===== src/rtl/fir_coeff_loader.sv =====
// Shadow-bank coefficient loader for the FIR filter: streams a full set of taps in,
// then publishes all of them to the packed coefficient bus on a single edge.
module fir_coeff_loader #(
    parameter int DATA_WIDTH = 16,
    parameter int NUM_TAPS   = 8
) (
    input  logic                           clk,
    input  logic                           reset,
    input  logic                           coeff_valid,
    output logic                           coeff_ready,
    input  logic [DATA_WIDTH-1:0]          coeff_data,
    input  logic                           coeff_last,
    input  logic                           commit_hold,
    output logic [DATA_WIDTH*NUM_TAPS-1:0] fir_coeffs,
    output logic                           coeff_updated,
    output logic                           err_short,
    output logic                           err_long,
    output logic [7:0]                     sets_committed
);

    localparam int IDX_W = (NUM_TAPS > 1) ? $clog2(NUM_TAPS) : 1;
    localparam logic [IDX_W-1:0] LAST_IDX = IDX_W'(NUM_TAPS - 1);

    typedef enum logic [1:0] {
        IDLE   = 2'd0,
        LOAD   = 2'd1,
        DRAIN  = 2'd2,
        COMMIT = 2'd3
    } state_t;

    state_t                  state_r;
    state_t                  state_s;
    logic [IDX_W-1:0]        idx_r;
    logic [IDX_W-1:0]        idx_s;
    logic [IDX_W-1:0]        wr_idx_s;
    logic                    shadow_we_s;
    logic                    err_short_s;
    logic                    err_long_s;
    logic                    publish_s;
    logic                    accept_s;
    logic [DATA_WIDTH-1:0]   shadow_r [NUM_TAPS];

    assign accept_s = coeff_valid && coeff_ready;

    // State and tap index registers
    always_ff @(posedge clk) begin
        if (reset) begin
            state_r <= IDLE;
            idx_r   <= '0;
        end else begin
            state_r <= state_s;
            idx_r   <= idx_s;
        end
    end

    // Next-state decode and per-beat control strobes
    always_comb begin
        state_s     = state_r;
        idx_s       = idx_r;
        wr_idx_s    = idx_r;
        shadow_we_s = 1'b0;
        err_short_s = 1'b0;
        err_long_s  = 1'b0;
        publish_s   = 1'b0;
        case (state_r)
            IDLE: begin
                if (accept_s) begin
                    shadow_we_s = 1'b1;
                    wr_idx_s    = '0;
                    idx_s       = IDX_W'(1);
                    if (coeff_last) begin
                        err_short_s = 1'b1;
                        state_s     = IDLE;
                    end else begin
                        state_s     = LOAD;
                    end
                end else begin
                    state_s = IDLE;
                end
            end
            LOAD: begin
                if (accept_s) begin
                    shadow_we_s = 1'b1;
                    if (idx_r == LAST_IDX) begin
                        state_s = coeff_last ? COMMIT : DRAIN;
                    end else if (coeff_last) begin
                        err_short_s = 1'b1;
                        state_s     = IDLE;
                    end else begin
                        idx_s = idx_r + IDX_W'(1);
                    end
                end else begin
                    state_s = LOAD;
                end
            end
            DRAIN: begin
                // Surplus beats are swallowed until the sender closes the set
                if (accept_s && coeff_last) begin
                    err_long_s = 1'b1;
                    state_s    = IDLE;
                end else begin
                    state_s = DRAIN;
                end
            end
            COMMIT: begin
                if (!commit_hold) begin
                    publish_s = 1'b1;
                    state_s   = IDLE;
                end else begin
                    state_s = COMMIT;
                end
            end
            default: begin
                state_s = IDLE;
                idx_s   = '0;
            end
        endcase
    end

    // Ready is registered from the next state so it never depends on coeff_valid
    always_ff @(posedge clk) begin
        if (reset) begin
            coeff_ready <= 1'b0;
        end else begin
            coeff_ready <= (state_s != COMMIT);
        end
    end

    // Shadow bank, published coefficient bus, status pulses and set counter
    always_ff @(posedge clk) begin
        if (reset) begin
            for (int k = 0; k < NUM_TAPS; k++) begin
                shadow_r[k] <= '0;
            end
            fir_coeffs     <= '0;
            coeff_updated  <= 1'b0;
            err_short      <= 1'b0;
            err_long       <= 1'b0;
            sets_committed <= 8'd0;
        end else begin
            if (shadow_we_s) begin
                shadow_r[wr_idx_s] <= coeff_data;
            end
            if (publish_s) begin
                for (int k = 0; k < NUM_TAPS; k++) begin
                    fir_coeffs[k*DATA_WIDTH +: DATA_WIDTH] <= shadow_r[k];
                end
                sets_committed <= sets_committed + 8'd1;
            end
            coeff_updated <= publish_s;
            err_short     <= err_short_s;
            err_long      <= err_long_s;
        end
    end

endmodule


===== config.mk =====
export PLATFORM = sky130hd
export DESIGN_NAME = fir_coeff_loader
export DESIGN_NICKNAME = d
export VERILOG_FILES = /design/src/rtl/fir_coeff_loader.sv
export SDC_FILE = /design/constraint.sdc
export NUM_CORES = 1
export LEC_CHECK = 0
export CORE_ASPECT_RATIO = 0.5
export CORE_UTILIZATION = 48
export DETAILED_ROUTE_END_ITERATION = 8
export PLACE_DENSITY = 0.76
export SYNTH_ARGS = -nofsm -noshare
export SYNTH_HDL_FRONTEND = slang
export SYNTH_SLANG_ARGS = --single-unit

===== constraint.sdc =====
create_clock -name clk -period 2.27 [get_ports clk]
set_input_delay 0.3405 -clock clk [delete_from_list [all_inputs] [get_ports clk]]
set_output_delay 0.3405 -clock clk [all_outputs]
set_load 0.02 [all_outputs]

# [After elaboration in Yosys (flattened, before gate mapping)]
# Memory sizes are Yosys's and may differ from the RTL's. A register that Yosys moved wholly into a read port is not among the register bits.
# Index checks and enable logic that the tools add are counted.
[word_totals] register_bits=17 input_bits=21 n_memories=1 out_inout_bits=140 ramBits=128 word_cells=62
[mem_list] memory="shadow_r" words=8 word_bits=16 rd=8 rd_clocked_by_memory_dff=8 wr=8 line_no="41" source="logic [DATA_WIDTH-1:0] shadow_r [NUM_TAPS];"
[classes] n_reduce_logical=8 muxes=34 n_bitwise=1 eq_ne=9 addsub=2
[ops] op="two-way mux 3 bit" n=7
[ops] op="two-way mux 1 bit" n=17
[ops] op="two-way mux 16 bit" n=1
[ops] op="OR reduction 16 bit" n=1
[ops] op="two-way mux 2 bit" n=6
[ops] op="!= test 2 bit, second input constant" n=5
[ops] op="adder 8 x 1 -> 8 bit, second input constant" n=1
[ops] op="one-hot mux 2 bit (4 select lines)" n=1
[ops] op="one-hot mux 3 bit (2 select lines)" n=1
[ops] op="AND reduction 5 bit" n=1
[ops] op="equality test 2 bit, second input constant" n=2
[ops] op="OR reduction 2 bit" n=2
[ops] op="adder 3 x 1 -> 3 bit, second input constant" n=1
[ops] op="equality test 3 bit, second input constant" n=1
[ops] op="equality test 2 x 1 -> 1 bit, second input constant" n=1
[ops] op="logical AND 1 bit" n=2
[ops] op="zero test 2 bit" n=1
[ops] op="one-hot mux 1 bit (2 select lines)" n=1
[ops] op="nonzero test 2 bit" n=1
[ops] op="NOT 1 bit" n=1

# [Depth between registers and ports, before layout]
# Gate-level depths: netlist of run 1.
[depth] word_depth=8 mapped_depth=7 depth_no_buf=5

# [Worst setup path before layout of run 1]
# No wires, ideal clock.
[synth_timing] path_type="register to register" startpoint="register coeff_ready" endpoint="memory shadow_r[1][0] (enable)" required_time_ps=1878 t_arrival_ps=2014 path_stages_with_launch=6 setup_time_ps=392 setup_slack_ps=-136 cell_sequence="dfxtp_1 > clkbuf_2 > nand4bb_1 > and2_1 > buf_2 > o21bai_1"
[synth_rtl] element="start: declaration" line_no="10" source="output logic coeff_ready,"
[synth_rtl] element="start signal: assignment" line_no="125" source="coeff_ready <= (state_s != COMMIT);"
[synth_rtl] element="end: declaration" line_no="41"

# [Final worst setup path of run 1]
[layout_timing] startpoint="register coeff_ready" endpoint="output port coeff_ready"
# No word-level cell between the ends.

==> results.toml, run 1 <==
[detailed_routing]
detail_route.wirelength_um = 24700
detailedRoute.firstIterationViolations = 632
post_drt_via_cell_ratio = 5.27
detailed_route_wire_length_per_cell_um = 17.6
remaining_drc_errors = 6
firstDrtPassIters = 7
ant_nets = 0
routed-via-count = 7371

[grt]
global_route_wire_length_before_repair_um = 37400
grt_max_degree = 150
grt_util_all_layers_pct = 22.4
initial_antenna_violation_count = 0
number_of_global_route_vias_before_repair = 6751
global_route.overflow_total = 0

[synthesis]
muxShareOfSynthArea_pct = 0
synth-adder-area-share_pct = 0.496
yosys.area_share.simple_pct = 20.7
yosysTopAreaCellShare_pct = 38.1
synth_nets = 985
postSynthAreaPerCell_um2 = 10.5
post_synthesis_cell_area_um2 = 10100
synth.distinct_cells = 46
postSynthRegisterBits = 273
synthCells = 960
synth_edf_count = 128
synthTopCellsByArea = "sky130_fd_sc_hd__edfxtp_1 38%, sky130_fd_sc_hd__dfxtp_1 29%, sky130_fd_sc_hd__nand2_1 9.9%, sky130_fd_sc_hd__a21oi_1 6.8%, sky130_fd_sc_hd__and2_1 4.1%"
synth-xor-area-share_pct = 0.260
synth_async_sr_flop_share_pct = 0
main_combinational_cell_family_by_area_after_synthesis = "simple AND/OR/NAND/NOR gates"
yosys_most_used_dff = "sky130_fd_sc_hd__dfxtp_1"
netlist.top_cell.by_area = "sky130_fd_sc_hd__edfxtp_1"
synth-warning-count = 0
synth-compound-area-share_pct = 8.36
yosysSeqAreaShare_pct = 66.9

[placed_design]
gp_congestion = 0.818
detailedPlacementHpwl_um = 16700
dp_slack_ns = -0.0670
place_inst = 1357
port-buffer-count = 160

[layout]
num_antenna_cells = 0
mostFrequentLayoutCells = "266 x sky130_fd_sc_hd__nand2_1, 159 x sky130_fd_sc_hd__clkdlybuf4s50_1, 145 x sky130_fd_sc_hd__dfxtp_1, 137 x sky130_fd_sc_hd__a21oi_1, 128 x sky130_fd_sc_hd__edfxtp_1"
layout.core_utilization_pct = 62.5
fin_nets = 1135
final_common_cell = "sky130_fd_sc_hd__nand2_1"
post_route_cells_drive_above_1_share_pct = 7.63
layout.cells.non_filler = 1400
area_delta_synth_final_pct = 27.3

[setup_path]
crit_fanout = 10
cp-end-kind = "primary output"
worst-endpoint-arrival_ns = 1.78
timing.critical_path.from = "coeff_ready"
critPathLaunchType = "flip-flop"
timing_worst_setup_path_type = "reg -> out"
timing.critical_path.buf_inv = 1
critPathSlowestCell = "sky130_fd_sc_hd__clkdlybuf4s50_1"
slowest_delay_ns = 0.70
timing.critical_path.cells = "clkdlybuf4s50_1"
worst_ep_required_time_ns = 1.93
critical_path.reg2reg.startpoint = "coeff_ready"
cpLargestDelayFamily = "buffers and inverters"

[sta]
worst_slew_pin_tran_ns = 0.685
setup_repair_after_global_routing_missed_its_margin = "false"
timing.hold.ws_ns = 0.418
max_clock_skew_ns = 0.0215
setup_tns_ns = 0
period_needed_ns = 2.12
post-route-period-util_pct = 93.3
timing.max_slew.rel_slack_pct = 54.3
hold_viol_final = 0
max_freq_mhz = 472
final_critical_path_setup_slack_ns = 0.152
setup_violations = 0
timing.final.max_slew_violations = 0

[floorplan]
die_height_um = 105
initial_utilization_pct = 49.1
ioPinCount = 161
die_area_um2 = 21600
standard_cell_row_count = 37
fp.dieW_um = 207
core-area_um2 = 20600

[clocking]
clk_latency_ns = 0.51
htreeDepth = 1
cts-root-to-sink-buffers = 3
cts_buf_count = 24
path_clk_slew_ns = 0.07
cts_repair_resize_count = 0
cts.repair_timing.setup_buffer_count = 0
tritoncts = "built"
cts_hold_buf = 0
clk_root_buffer_cell = "sky130_fd_sc_hd__clkbuf_16"
clkSinkCount = 273

[status]
status = "finished with violations"
failed_checks = "DRC"

[job]
max_cap_viol_count = 0

[power]
ir_drop_uv = 484
power_per_cell_area_nw_per_um2 = 758
static-leakage-power_nw = 4.36

[min_path]
hold_path_startpoint = "reset"
hold_class = "in -> reg"
-- Yosys cell counts, types with 3 or more instances --
cell type,number
sky130_fd_sc_hd__nand4_1,4
sky130_fd_sc_hd__o21ai_0,6
sky130_fd_sc_hd__and2_1,66
sky130_fd_sc_hd__ha_1,4
sky130_fd_sc_hd__buf_4,4
sky130_fd_sc_hd__nand3_1,18
sky130_fd_sc_hd__o21bai_1,4
sky130_fd_sc_hd__nor2_1,67
sky130_fd_sc_hd__buf_2,32
sky130_fd_sc_hd__nor4_4,3
sky130_fd_sc_hd__nand2b_1,5
sky130_fd_sc_hd__edfxtp_1,128
sky130_fd_sc_hd__dfxtp_1,145
sky130_fd_sc_hd__nand2_1,266
sky130_fd_sc_hd__or2_2,5
sky130_fd_sc_hd__or3_1,3
sky130_fd_sc_hd__a21oi_1,137
sky130_fd_sc_hd__clkbuf_1,26
sky130_fd_sc_hd__buf_6,3
-- per-layer routing --
| metal | GRT usage, % | share of wire [%] |
|---|---|---|
| met2 | 35.8 | 47 |
| met1 | 31.2 | 44 |
| met5 | 0 | 0 |
| met4 | 6.29 | 2.2 |
| met3 | 4.17 | 7.2 |
-- report_power, final --
part / switching (mW) / total [mW] / internal [mW]
Combinational: 0.195 / 0.297 / 0.102
Clock: 1.75 / 4.16 / 2.41
Sequential: 0.0414 / 5.28 / 5.24
-- through the flow --
| step | area, um^2 | power, mW |
|---|---|---|
| 2_1_floorplan | 10100 | 5.52 |
| 3_3_place_gp | 12000 | 5.67 |
| 3_5_place_dp | 12000 | 5.68 |
| 4_1_cts | 12800 | 9.79 |
| 5_1_grt | 12800 | 10.0 |
| 6_report | 12800 | 9.74 |
-- layout make-up --
cell class | count | area, um^2
clock buffers | 33 | 706
clock inverters | 10 | 109
fillers | 1614 | 7710
inverters | 1 | 3.75
multi-input cells | 620 | 3030
flip-flops and latches | 273 | 6750
well taps | 273 | 342
repair buffers | 190 | 1900
-- worst reg2reg max path, delay by kind of cell (launching register included) --
family	cells	cell delay, ns
and+or+nand+nor	3	1.04
DFF	1	0.57
-- flip-flops by register name (all words and copies together) (netlist names) --
signal	count
err_short	1
err_long	1
coeff_updated	1
shadow_r	128
coeff_ready	1
state_r	2
sets_committed	8
fir_coeffs	128
idx_r	3
-- logic make-up after synthesis --
| family | Yosys count |
|---|---|
| simple gates | 455 |
| flops | 273 |
| compound gates | 158 |
| buf+inv | 67 |
| fa+ha+maj | 4 |
| xor+xnor | 3 |
-- path summary, 6_finish.rpt --
kind,endpoint,slack (ns),depth (start not counted)
hold / removal,shadow_r[1][9],0.42,3
hold reg to reg,fir_coeffs[25],0.46,2
setup / recovery,coeff_ready,0.15,1
setup reg to reg,shadow_r[6][9],0.33,3
No activity file was read; power rests on OpenSTA's default activity.
==> inputs of run 2 (changes only) <==
Settings changed: MAX_ROUTING_LAYER set to met4.
==> run 2 against run 1 <==
  * The flow still finishes with violations (DRC)
  * Core utilization is the same
  * Total power is essentially flat
  * Global-route usage increased by 0.71 points
  * Largest cell class unchanged
  * Largest power group unchanged
==> results.toml, run 2 (synthesized netlist as in run 1, its figures left out) <==
[status]
status = "finished with violations"
failed_checks = "DRC"

[detailed_routing]
highest_layer = "met4"
detail_route.wirelength_um = 24800
detailedRoute.firstIterationViolations = 713
dr_wl_met3_um = 1780
dr_wl_met2_um = 11400
firstDrtPassIters = 6
post_drt_via_cell_ratio = 5.24
ant_nets = 0
drt-met1-wl_um = 11000
routed-via-count = 7342
remaining_drc_errors = 6
detailed_route_wire_length_per_cell_um = 17.7

[setup_path]
slowest_delay_ns = 0.70
cpLargestDelayFamily = "buffers and inverters"
timing.critical_path.cells = "clkdlybuf4s50_1"
timing_worst_setup_path_type = "reg -> out"
timing.critical_path.buf_inv = 1
worst-endpoint-arrival_ns = 1.77
cp-end-kind = "primary output"
worst_ep_required_time_ns = 1.93
crit_fanout = 10
critPathLaunchType = "flip-flop"
critPathSlowestCell = "sky130_fd_sc_hd__clkdlybuf4s50_1"

[placed_design]
port-buffer-count = 160
detailedPlacementHpwl_um = 16700
gp_congestion = 0.830

[clocking]
htreeDepth = 1
clkSinkCount = 273
cts-root-to-sink-buffers = 3
path_clk_slew_ns = 0.07
cts_hold_buf = 0
cts_buf_count = 24
clk_root_buffer_cell = "sky130_fd_sc_hd__clkbuf_16"
clk_latency_ns = 0.51
cts.repair_timing.setup_buffer_count = 0
cts_repair_resize_count = 0
tritoncts = "built"

[sta]
timing.final.max_slew_violations = 0
max_clock_skew_ns = 0.0194
setup_violations = 0
period_needed_ns = 2.11
worst_slew_pin_tran_ns = 0.681
max_freq_mhz = 474
hold_viol_final = 0
setup_tns_ns = 0
post-route-period-util_pct = 93.0
timing.max_slew.rel_slack_pct = 54.6
timing.hold.ws_ns = 0.414
setup_repair_after_global_routing_missed_its_margin = "false"

[grt]
number_of_global_route_vias_before_repair = 6764
grt_max_degree = 150
global_route.overflow_total = 0
grt_util_all_layers_pct = 23.1
global_route_wire_length_before_repair_um = 37400
initial_antenna_violation_count = 0

[layout]
num_antenna_cells = 0
largestRegisters = "fir_coeffs: 128 flops, shadow_r: 128 flops, sets_committed: 8 flops"
post_route_cells_drive_above_1_share_pct = 7.63
area_delta_synth_final_pct = 27.3
fin_nets = 1135
nFillCells = 1614
final_common_cell = "sky130_fd_sc_hd__nand2_1"
mostFrequentLayoutCells = "266 x sky130_fd_sc_hd__nand2_1, 159 x sky130_fd_sc_hd__clkdlybuf4s50_1, 145 x sky130_fd_sc_hd__dfxtp_1, 137 x sky130_fd_sc_hd__a21oi_1, 128 x sky130_fd_sc_hd__edfxtp_1"

[floorplan]
fp.dieW_um = 207
initial_utilization_pct = 49.1
die_height_um = 105
core-area_um2 = 20600
die_area_um2 = 21600
standard_cell_row_count = 37
ioPinCount = 161

[power]
ir_drop_uv = 487
power_per_cell_area_nw_per_um2 = 759
static-leakage-power_nw = 4.36

[min_path]
hold_class = "in -> reg"

[job]
max_cap_viol_count = 0
[run 2: worst paths after layout]
| kind | start | end | slack (ns) | depth (start not counted) |
|---|---|---|---|---|
| worst max-delay path | coeff_ready | coeff_ready | 0.16 | 1 |
| worst min-delay path | reset | shadow_r[1][9] | 0.41 | 3 |
| worst max register to register | coeff_ready | shadow_r[6][9] | 0.33 | 3 |
| worst min register to register | fir_coeffs[81] | fir_coeffs[81] | 0.46 | 2 |
[run 2: stage by stage]
| stage | worst slack [ns] | power [mW] | utilization [%] | std cells | cell area, um^2 |
|---|---|---|---|---|---|
| after global routing | 0.0670 | 10.0 | 62.5 | 1400 | 12800 |
| after floorplan | -0.105 | 5.52 | - | 960 | 10100 |
| after CTS | 0.144 | 9.79 | 62.5 | 1400 | 12800 |
| final | 0.160 | 9.74 | 62.5 | 1400 | 12800 |
| after detailed placement | -0.0670 | 5.68 | 58.5 | 1357 | 12000 |
| after global placement | 0.00500 | 5.67 | 58.5 | 1357 | 12000 |
[run 2: final cells by class]
type	instances	area [um^2]	area share, %
sequential	273	6750	52.5
inverter	1	3.75	0.0292
multi-input combinational	620	3030	23.6
tap	273	342	2.66
clock inverter	10	109	0.848
clock buffer	33	706	5.50
timing repair buffer	190	1900	14.8
[run 2: layer usage]
layer / up-vias / track usage (%)
li1: 3514 / -
met1: 3513 / 31.7
met2: 270 / 35.7
met3: 45 / 3.77
met4: 0 / 6.24
met5: - / -
[run 2: where the power goes]
| part | total, mW | internal (mW) | switching [mW] |
|---|---|---|---|
| sequential | 5.28 | 5.24 | 0.0415 |
| combinational | 0.298 | 0.102 | 0.195 |
| clock | 4.17 | 2.41 | 1.75 |
==> inputs of run 3 (changes only) <==
Settings changed: GPL_TIMING_DRIVEN set to 0.
==> run 3 against run 2 <==
  * The run still ends with DRC left
  * Sequential power about the same
  * First-iteration DRC count increased by 20%
  * Routed wire length up 12%
  * Total power grew 3.2%
  * Non-clock buffer count up 39
  * Setup slack got worse by 0.11 ns
  * Hold slack worse by 0.25 ns
  * Register-to-register slack worse by 0.18 ns
  * Combinational power up 9.7%
  * Critical path depth grew 3
  * Count of clock-buffer cells in the layout up 2
  * Critical endpoint is now shadow_r[4][15]
==> results.toml, run 3 (synthesized netlist as in run 1, its figures left out) <==
[status]
status = "finished with violations"
failed_checks = "DRC"

[grt]
global_route.overflow_total = 0
global_route.usage.met1_pct = 34.2
globalRouteMet2Util_pct = 40.2
number_of_global_route_vias_before_repair = 7490
use_met3_pct = 4.95
grt_util_all_layers_pct = 25.8
global_route_wire_length_before_repair_um = 41200
grt_max_degree = 18
top_usage_layer = "met2"
initial_antenna_violation_count = 2

[clocking]
path_clk_slew_ns = 0.06
htreeDepth = 1
tritoncts = "built"
clk_root_buffer_cell = "sky130_fd_sc_hd__clkbuf_16"
clkSinkCount = 273
cts-root-to-sink-buffers = 3
clk_latency_ns = 0.53
cts_buf_count = 24

[layout]
layout.core_utilization_pct = 63.4
post-route-cell-area_um2 = 13000
multiInputGateArea_um2 = 3070
nFillCells = 1587
largestRegisters = "fir_coeffs: 128 flops, shadow_r: 128 flops, sets_committed: 8 flops"
sequential_cell_area_um2 = 6750
mostFrequentLayoutCells = "266 x sky130_fd_sc_hd__nand2_1, 159 x sky130_fd_sc_hd__clkdlybuf4s50_1, 145 x sky130_fd_sc_hd__dfxtp_1, 137 x sky130_fd_sc_hd__a21oi_1, 128 x sky130_fd_sc_hd__edfxtp_1"
num_antenna_cells = 0
area_delta_synth_final_pct = 29.2
post_route_cells_drive_above_1_share_pct = 8.65
final_common_cell = "sky130_fd_sc_hd__nand2_1"
layout.cells.non_filler = 1440
fin_nets = 1174

[detailed_routing]
firstDrtPassIters = 7
ant_nets = 0
detail_route.wirelength_um = 27700
detailed_route_wire_length_per_cell_um = 19.3
routed-via-count = 7751
remaining_drc_errors = 6
post_drt_via_cell_ratio = 5.38
detailedRoute.firstIterationViolations = 859

[floorplan]
core-area_um2 = 20600
die_area_um2 = 21600
die_height_um = 105
initial_utilization_pct = 49.1
fp.dieW_um = 207
ioPinCount = 161
standard_cell_row_count = 37

[placed_design]
postPlaceCellArea_um2 = 12000
gp_congestion = 0.864
place_inst = 1392
port-buffer-count = 159
detailedPlacementHpwl_um = 19100

[setup_path]
worst-endpoint-arrival_ns = 2.39
critPathSlowestCell = "sky130_fd_sc_hd__clkbuf_1"
critical_path.reg2reg.startpoint = "coeff_ready"
critPathLaunchType = "primary input"
reg2reg_setup_slack_ns = 0.15
r2r_end = "shadow_r[4][15]"
timing_worst_setup_path_type = "in -> reg"
worst_ep_required_time_ns = 2.44
crit_fanout = 16
cp-end-kind = "flip-flop"
slowest_delay_ns = 0.60
timing.critical_path.buf_inv = 3
timing.critical_path.cells = "clkdlybuf4s50_1, clkbuf_1, clkbuf_1, or2_2"
crit_top_cell = "sky130_fd_sc_hd__clkbuf_1"
cpLargestDelayFamily = "buffers and inverters"
r2r_cells = 4

[power]
power_per_cell_area_nw_per_um2 = 772
ir_drop_uv = 453
static-leakage-power_nw = 4.43

[sta]
setup_tns_ns = 0
max_freq_mhz = 451
hold_viol_final = 0
period_needed_ns = 2.22
timing.max_slew.rel_slack_pct = 49.5
setup_repair_after_global_routing_missed_its_margin = "false"
max_clock_skew_ns = 0.0206
post-route-period-util_pct = 97.6
setup_violations = 0
timing.hold.ws_ns = 0.168
timing.final.max_slew_violations = 0
worst_slew_pin_tran_ns = 0.758

[min_path]
worstHoldEndpoint = "err_long"
hold_depth = 3
hold_class = "in -> reg"
hold_path_startpoint = "coeff_valid"

[job]
max_cap_viol_count = 0
## run 3: cell count changes in the layout (fill, tap and decap cells not counted), sizes merged
cell	change
clkbuf	+29
clkinvlp	+2
buf	+12
clkinv	-4
bufinv	+2
inv	-1
## run 3: layer usage
metal  share of wire, %  vias to the layer above
met4                3.3                        0
met2                 47                      334
met5                  0                        -
met1                 40                     3743
li1                   -                     3600
met3                9.4                       74
## run 3: worst reg2reg max path, cell delays in order (launching register included)
cell	delay, ns
sky130_fd_sc_hd__dfxtp_1	0.32
sky130_fd_sc_hd__clkbuf_2	0.22
sky130_fd_sc_hd__nand4bb_4	0.23
sky130_fd_sc_hd__nor4_4	0.55
sky130_fd_sc_hd__or2_2	0.46
## run 3: through the flow
stage,worst slack (ns),power [mW]
6_report,0.0543,10.1
5_1_grt,0.0198,10.3
4_1_cts,-0.124,10.1
3_5_place_dp,-1.10,5.67
3_3_place_gp,-1.00,5.66
2_1_floorplan,-0.105,5.52
## run 3: worst max-delay path by stage
stage,startpoint,to,depth (start not counted)
2_1_floorplan,coeff_ready,shadow_r[7][0],5
3_3_place_gp,reset,shadow_r[3][12],6
3_5_place_dp,reset,shadow_r[5][6],6
4_1_cts,reset,shadow_r[3][9],6
5_1_grt,coeff_ready,shadow_r[4][15],4
6_report,reset,shadow_r[4][15],4
## run 3: what timing repair did
action	4_1_cts	5_1_grt
hold buffers	0	0
pin swaps	0	4
hold endpoints to repair	0	0
setup endpoints to repair	64	129
gates resized for setup	3	10
gates cloned	0	0
setup buffers	0	4
## run 3: cell type report
class                           instances  area share (%)
Buffer                                 66            2.52
Clock buffer                           35            5.48
Clock inverter                          9            1.17
Inverter                                1          0.0288
Multi-Input combinational cell        620            23.6
Sequential cell                       273            51.8
Tap cell                              273            2.62
Timing Repair Buffer                  163            12.8
## run 3: report_power, final
| part | switching, mW | internal (mW) |
|---|---|---|
| clock network | 1.81 | 2.65 |
| registers | 0.0340 | 5.23 |
| logic | 0.223 | 0.105 |
